### src/rtl/cnn_pkg.sv
// Shared definitions for the activation streaming path: FSM state type,
// default geometry and the index-width helper.
package cnn_pkg;

    localparam int DEF_DATA_WIDTH   = 32;
    localparam int DEF_OUTPUT_NODES = 32;

    typedef enum logic [1:0] {
        ST_IDLE   = 2'd0,
        ST_STREAM = 2'd1,
        ST_REPORT = 2'd2
    } state_e;

    // A single-node vector still needs a 1-bit index port.
    function automatic int idx_width(input int nodes);
        return (nodes <= 1) ? 1 : $clog2(nodes);
    endfunction

endpackage

### src/rtl/relu_unit.sv
// Single-node combinational ReLU: negative two's-complement values clamp to zero.
module relu_unit
    import cnn_pkg::*;
#(
    parameter int DATA_WIDTH = DEF_DATA_WIDTH
) (
    input  logic [DATA_WIDTH-1:0] i_node,
    output logic [DATA_WIDTH-1:0] o_node
);

    assign o_node = i_node[DATA_WIDTH-1] ? '0 : i_node;

endmodule

### src/rtl/act_stream_serializer.sv
// Captures a packed activation vector (ReLU applied on capture) and streams it
// out one node per valid/ready handshake. Define ACT_ARGMAX_EN for argmax reporting.
module act_stream_serializer
    import cnn_pkg::*;
#(
    parameter  int DATA_WIDTH   = DEF_DATA_WIDTH,
    parameter  int OUTPUT_NODES = DEF_OUTPUT_NODES,
    localparam int IDX_W        = idx_width(OUTPUT_NODES)
) (
    input  logic                               clk,
    input  logic                               reset,
    input  logic                               in_valid,
    output logic                               in_ready,
    input  logic [DATA_WIDTH*OUTPUT_NODES-1:0] input_fc,
    output logic                               out_valid,
    input  logic                               out_ready,
    output logic [DATA_WIDTH-1:0]              out_data,
    output logic [IDX_W-1:0]                   out_index,
    output logic                               out_last,
    output logic                               busy,
`ifdef ACT_ARGMAX_EN
    output logic [IDX_W-1:0]                   max_index,
    output logic                               max_valid,
`endif
    output logic [1:0]                         o_dbg_state
);

    // Handshake rule on both sides: a transfer happens on a rising edge where
    // valid and ready are both high; valid-side outputs hold until that edge.

    localparam logic [1:0] S_IDLE   = ST_IDLE;
    localparam logic [1:0] S_STREAM = ST_STREAM;
`ifdef ACT_ARGMAX_EN
    localparam logic [1:0] S_REPORT = ST_REPORT;
`endif
    localparam logic [IDX_W-1:0] LAST_IDX = IDX_W'(OUTPUT_NODES - 1);

    logic [1:0]            r_state;
    logic [IDX_W-1:0]      r_idx;
    logic [DATA_WIDTH-1:0] r_buf [OUTPUT_NODES];

    logic [DATA_WIDTH-1:0] w_relu [OUTPUT_NODES];
    logic [DATA_WIDTH-1:0] w_sel;
    logic                  w_capture;
    logic                  w_in_stream;
    logic                  w_accept;
    logic                  w_at_last;

    genvar g;
    for (g = 0; g < OUTPUT_NODES; g++) begin : g_relu
        relu_unit #(.DATA_WIDTH(DATA_WIDTH)) u_relu (
            .i_node (input_fc[DATA_WIDTH*g +: DATA_WIDTH]),
            .o_node (w_relu[g])
        );
    end

    assign w_capture   = (r_state == S_IDLE) && in_valid;
    assign w_in_stream = (r_state == S_STREAM);
    assign w_accept    = w_in_stream && out_ready;
    assign w_at_last   = (r_idx == LAST_IDX);

    // Compare-based mux keeps the select legal for non-power-of-two node counts.
    always_comb begin
        w_sel = '0;
        for (int i = 0; i < OUTPUT_NODES; i++) begin
            if (r_idx == IDX_W'(i)) w_sel = r_buf[i];
        end
    end

    always_ff @(posedge clk or posedge reset) begin
        if (reset) begin
            r_state <= S_IDLE;
            r_idx   <= '0;
        end else begin
            case (r_state)
                S_IDLE: begin
                    if (in_valid) begin
                        r_state <= S_STREAM;
                        r_idx   <= '0;
                    end
                end
                S_STREAM: begin
                    if (out_ready) begin
                        if (w_at_last) begin
`ifdef ACT_ARGMAX_EN
                            r_state <= S_REPORT;
`else
                            r_state <= S_IDLE;
`endif
                        end else begin
                            r_idx <= r_idx + IDX_W'(1);
                        end
                    end
                end
                default: r_state <= S_IDLE;
            endcase
        end
    end

    always_ff @(posedge clk or posedge reset) begin
        if (reset) begin
            for (int i = 0; i < OUTPUT_NODES; i++) r_buf[i] <= '0;
        end else if (w_capture) begin
            for (int i = 0; i < OUTPUT_NODES; i++) r_buf[i] <= w_relu[i];
        end
    end

    assign in_ready    = (r_state == S_IDLE);
    assign busy        = (r_state != S_IDLE);
    assign out_valid   = w_in_stream;
    assign out_data    = w_in_stream ? w_sel : '0;
    assign out_index   = w_in_stream ? r_idx : '0;
    assign out_last    = w_in_stream && w_at_last;
    assign o_dbg_state = r_state;

`ifdef ACT_ARGMAX_EN
    logic [DATA_WIDTH-1:0] r_max_val;
    logic [IDX_W-1:0]      r_max_idx;

    // Values are post-ReLU (non-negative), so an unsigned strict compare
    // keeps the lowest index on ties.
    always_ff @(posedge clk or posedge reset) begin
        if (reset) begin
            r_max_val <= '0;
            r_max_idx <= '0;
        end else if (w_capture) begin
            r_max_val <= '0;
            r_max_idx <= '0;
        end else if (w_accept && (w_sel > r_max_val)) begin
            r_max_val <= w_sel;
            r_max_idx <= r_idx;
        end
    end

    assign max_index = r_max_idx;
    assign max_valid = (r_state == S_REPORT);
`endif

endmodule

### config.mk
export PLATFORM = sky130hd
export DESIGN_NAME = act_stream_serializer
export DESIGN_NICKNAME = d
export VERILOG_FILES = /design/src/rtl/cnn_pkg.sv /design/src/rtl/relu_unit.sv /design/src/rtl/act_stream_serializer.sv
export SDC_FILE = /design/constraint.sdc
export NUM_CORES = 2
export LEC_CHECK = 0
export ABC_AREA = 1
export ABC_CLOCK_PERIOD_IN_PS = 29900
export CAP_MARGIN = 5
export CORE_ASPECT_RATIO = 1.1
export CORE_MARGIN = 1.5
export CORE_UTILIZATION = 25
export CTS_BUF_LIST = sky130_fd_sc_hd__clkbuf_8
export DETAILED_ROUTE_END_ITERATION = 8
export HOLD_SLACK_MARGIN = 0.02
export SETUP_SLACK_MARGIN = 0.3
export SYNTH_ARGS = -nofsm -noshare
export SYNTH_HDL_FRONTEND = slang
export SYNTH_SLANG_ARGS = --single-unit
### constraint.sdc
create_clock -name clk -period 29.9 [get_ports clk]
set_clock_uncertainty 0.05 [all_clocks]
set_input_delay 2.99 -clock clk [delete_from_list [all_inputs] [get_ports clk]]
set_output_delay 2.99 -clock clk [all_outputs]
set_load 0.03 [all_outputs]
== Word level (Yosys, flattened, before mapping) ==
Cells that the tools add are included.

* Memory bits (read-only): 0
* Bits in latches: 0
* Output and inout bits: 43
* Bits in registers: 1031
* Bits of input ports: 1028
* Logic and storage cells: 153
* RAM bits: 0
* Memories kept: 0

* Add/subtract/negate cells: 1
* Multiply operators: 0
* Shift-type cells: 0
* Bitwise gates (word level): 0
* Equal/unequal tests: 36
* Reduce and logical (&&, ||, !) cells: 8
* Mux-type cells: 74
* Order comparisons: 0
* Divide/modulo/power cells: 0

{| class="wikitable"
|+ Operators with widths
! cell !! count
|-
| $mux W32 || 33
|-
| $mux W31 || 32
|-
| $eq A5 B5 Y1 const B || 16
|-
| $eq A5 B4 Y1 const B || 8
|-
| $eq A5 B3 Y1 const B || 4
|-
| $mux W5 || 4
|-
| $eq A5 B2 Y1 const B || 2
|-
| $pmux W5 S2 || 1
|-
| $mux W2 || 3
|-
| $ne A2 B2 Y1 const B || 3
|-
| $add A5 B1 Y5 const B || 1
|-
| $eq A5 B1 Y1 const B || 1
|-
| $logic_not A5 Y1 || 1
|-
| $pmux W2 S2 || 1
|-
| $reduce_and A4 Y1 || 1
|-
| $reduce_bool A2 Y1 || 2
|-
| $reduce_and A3 Y1 || 1
|-
| $eq A2 B1 Y1 const B || 1
|-
| $logic_and A1 B1 Y1 || 2
|-
| $logic_not A2 Y1 || 1
|-
| $ne A2 B1 Y1 const B || 1
|}

== Longest topological paths before layout ==
* Depth after elaboration: 34
* Gate-level depth with buffers: 40
* Gate-level depth less buffers: 38

== Cells and area by module ==
From an unflattened synthesis, not the netlist that was laid out.

* Cell total of the unflattened synthesis: 8978
* Area, all modules: 58478.6 um^2

{| class="wikitable"
|+ By module, submodules not included
! module !! sequential area each (um^2) !! cells each !! area an instance (um^2) !! times used
|-
| act_stream_serializer || 25774.7 || 6834 || 49590.1 || 1
|-
| relu_unit || 0.0 || 67 || 277.8 || 32
|}

== Least setup slack after synthesis ==
OpenSTA, ideal clock, no wires.

* Path kind: flip-flop to output port
* Start point: register r_idx[1]
* End point: output port out_data[23]
* Slack: 23.560 ns
* Buffers on the path: 2
* Data arrival time: 3.300 ns
* Cell stages (with the launch flop): 39
* Data required time: 26.860 ns
* Cell sequence: dfrtp_1 inv_1 ha_1 buf_2 inv_1 nor2_4 nand2_2 buf_2 o211ai_1 nand3_1 o211ai_1 nand2_1 nand3_1 nand2_1 nand3_1 nand2_1 nand3_1 nand3_1 (+3 left out) nand3_1 nand2_1 nand2_1 nand2_1 nand2_1 nand3_1 nand3_1 nand2_1 nand2_1 nand2_1 nand2_1 nand3_1 nand3_1 nand2_1 nand2_1 nand2_1 nand2_1 o21ai_0

* Word-level cells in the longest chain between the ends: 34
* Elaborated cells between the ends (all ways): 65
* Those cells by class: eq/ne: 31; mux: 33; reduce/logical: 1

{| class="wikitable"
|+ Ends and longest elaborated chain
! element !! line !! source
|-
| start, declared || act_stream_serializer.sv:39 || <nowiki>logic [IDX_W-1:0] r_idx;</nowiki>
|-
| start signal, assigned || act_stream_serializer.sv:91 || <nowiki>r_idx <= r_idx + IDX_W'(1);</nowiki>
|-
| $logic_not A5 Y1 || act_stream_serializer.sv:66 || <nowiki>if (r_idx == IDX_W'(i)) w_sel = r_buf[i];</nowiki>
|-
| $mux W32 (31 in series) || act_stream_serializer.sv:66 ||
|-
| $mux W32 (*) || act_stream_serializer.sv:66 ||
|-
| $mux W32 (*) || act_stream_serializer.sv:111 || <nowiki>assign out_data = w_in_stream ? w_sel : '0;</nowiki>
|-
| end, declared || act_stream_serializer.sv:17 || <nowiki>output logic [DATA_WIDTH-1:0] out_data,</nowiki>
|}

Every way passes the cells marked *; elsewhere a longest branch is shown, timed or not.

== Final worst setup path ==
* Start point: register r_idx[4]
* End point: output port out_data[30]

The elaborated chain is that of the path after synthesis.

==> summary.txt <==
Run status
  • Outcome: finished, final reports clean

Clock tree
  • CTS clk-pin slew, worst paths: 60 ps
  • CTS tree: yes
  • H-tree depth: 4
  • Clock Path Buffers: 3
  • Postcts setup bufs: 0
  • Sink Count: 998
  • Number of CTS-inserted buffers: 179
  • Clk_lat worst skew: 960 ps
  • Clock root cell: clkbuf_8
  • Hold buffer count at cts: 0
  • Cts repair resizes: 0

Place
  • Pre-CTS WS: 19100 ps
  • Placer Congestion: 0.930
  • Detailed placement HPWL: 185000 µm
  • Port buffer count: 1068

Floorplanning
  • Row count: 171
  • Initial core utilization: 25.2%
  • IO Pins: 1071
  • DIE AREA: 0.202 mm²
  • Core area: 0.197 mm²
  • Die X-Extent: 428 µm
  • Die H: 471 µm

Pwr
  • P_leak: 0.0303 µW
  • Pwr Total: 6660 µW
  • Cell Pwr Density: 101 mW/mm²
  • Worst VDD drop: 43.1 µV

Worst setup path
  • Startpoint types: register
  • Crit-path slowest cell: inv_1
  • Critical path's top delay family: simple AND/OR/NAND/NOR gates
  • Critical path fanouts, max: 29
  • Required @ worst endpoint: 26860 ps
  • Worst Path Arrival: 8760 ps
  • WP depth: 36
  • Crit-path max cell delay: 880 ps
  • WS Path Type: reg2out
  • Reg2reg path depth: 10
  • Worst path most repeated cell: nand3_1
  • Crit. End Element: primary output
  • Buf/Inv on CP: 3

Timing
  • Fin crit period: 11800 ps
  • Fin Hold WS: 430 ps
  • Sum Neg Setup Slack: 0 ps
  • RSZ-0062 raised after global routing: false
  • Setup violations, final: 0
  • Hold Vio Cnt, Final: 0
  • Slew Viols, Final: 0
  • Final setup margin: 18100 ps
  • Relative slew slack: 14.4%
  • Final Cycle Share: 39.5%
  • Slew of the pin with the lowest slew margin: 1280 ps
  • Maximum clock frequency: 84.8 MHz

Synthesis
  • Yosys reg bits: 998
  • Distinct cells, synth: 32
  • Post-synth top area cell: dfrtp_1
  • Largest cells by area after synthesis: dfrtp_1 50%, nand2_1 16%, o21ai_0 12%, nand3_1 8.7%, inv_1 5.0%
  • Top cell type's share of synthesized area: 50.2%
  • Synth Cell Area: 0.0498 mm²
  • Synth warn: 0
  • Sequential area share after synthesis: 50.2%
  • Synthesized area per cell: 7.41 µm²
  • Cell count after synthesis: 6715

Final layout
  • Area delta synth->final: 33.0%
  • Most common cell after layout, fill and taps aside: nand2_1
  • NumNets Final: 8593
  • Most frequent cells in the layout: 2151 x nand2_1, 1170 x o21ai_0, 1068 x clkdlybuf4s50_1, 998 x dfrtp_1, 868 x nand3_1
  • Layout cells sized above 1: 4.91%
  • Final core utilization: 33.5%

Worst hold path
  • Hold path cells: 2
  • Hold crit path type: reg2reg

Global routing
  • Grt ovf: 0
  • GRT Util Overall: 24.0%
  • Vias in the first global route: 49800
  • First-pass GRT wire length: 354000 µm
  • Initial antenna violation count: 79
  • Largest net degree at the start of global routing: 226

Detailed routing
  • Routed WL: 250000 µm
  • DRC: 0
  • Via/cell ratio: 4.90
  • DR WL/cell: 24.1 µm
  • 1st-pass router iterations: 6
  • ANT nets after route: 0
  • DR vias: 50700
  • DRT iter0 DRCs: 5662

Run
  • Max-cap violation count: 0
state kept, by name (all words and copies together) (netlist names):
| name | cells |
|---|---|
| o_dbg_state | 1 |
| r_buf | 992 |
| r_idx | 5 |
report_power, final:
group	total [µW]	leakage (µW)	internal (µW)	switching, µW
logic	3130	0.0160	902	2230
clock network	1320	0.00210	684	634
registers	2210	0.0122	1940	270
worst paths after layout:
path / startpoint / end / slack (ps)
min in group asynchronous: reset / r_buf[18] / 2500
setup / recovery: r_idx[4] / out_data[30] / 18100
setup reg to reg: o_dbg_state[0] / r_buf[744] / 22640
max in group asynchronous: reset / r_buf[583] / 20490
hold reg to reg: r_buf[384] / r_buf[384] / 430
hold / removal: r_buf[384] / r_buf[384] / 430
cell families after synthesis:
logic type      count (synthesis)  synth area share [%]
other cells                     1               0.00754
buf+inv                      1175                  9.13
compound gates               1444                  14.7
fa+ha+maj                       6                 0.151
flops                         998                  50.2
simple gates                 3091                  25.8
final cells by class:
class / instances / area (µm²)
Fill cell: 21100 / 131000
Sequential cell: 998 / 25000
Multi-Input combinational cell: 4543 / 20300
Timing Repair Buffer: 1159 / 11400
Tap cell: 2595 / 3250
Clock buffer: 214 / 2950
Inverter: 678 / 2560
Clock inverter: 107 / 619
Antenna cell: 49 / 123
cells in the mapped netlist (all sizes together):
cell type and instances:
nand2 2155, o21ai 1195, dfrtp 998, nand3 872, inv 670, clkbuf 414
a21oi 208, buf 83, nor2 37, o211ai 26, nand4 15, nor3 9
clkinv 8, o21bai 8, ha 6, a31oi 2, nand3b 2, o221ai 2
o22ai 2, conb 1, nor3b 1, o21ba 1
per-stage QoR:
step	area, µm²	cells
2_1_floorplan	49800	6716
3_3_place_gp	62500	9973
3_5_place_dp	62500	9973
4_1_cts	66100	10300
5_1_grt	66200	10300
6_report	66200	10300
worst reg2reg max path: stages (launching register included):
cell	delay, ps
dfrtp_1	320
buf_4	250
inv_1	430
nand2_4	830
buf_4	730
buf_4	700
buf_4	780
buf_4	830
buf_4	790
buf_4	930
o21ai_0	420
layer usage:
metal	wire length (µm)	global-route usage (%)	vias to the layer above
li1	-	-	23300
met1	101000	30.6	24400
met2	115000	37.5	2473
met3	19900	5.01	428
met4	13500	14.1	26
met5	173	0	-
Note: power is estimated with default switching activity, not from simulation.
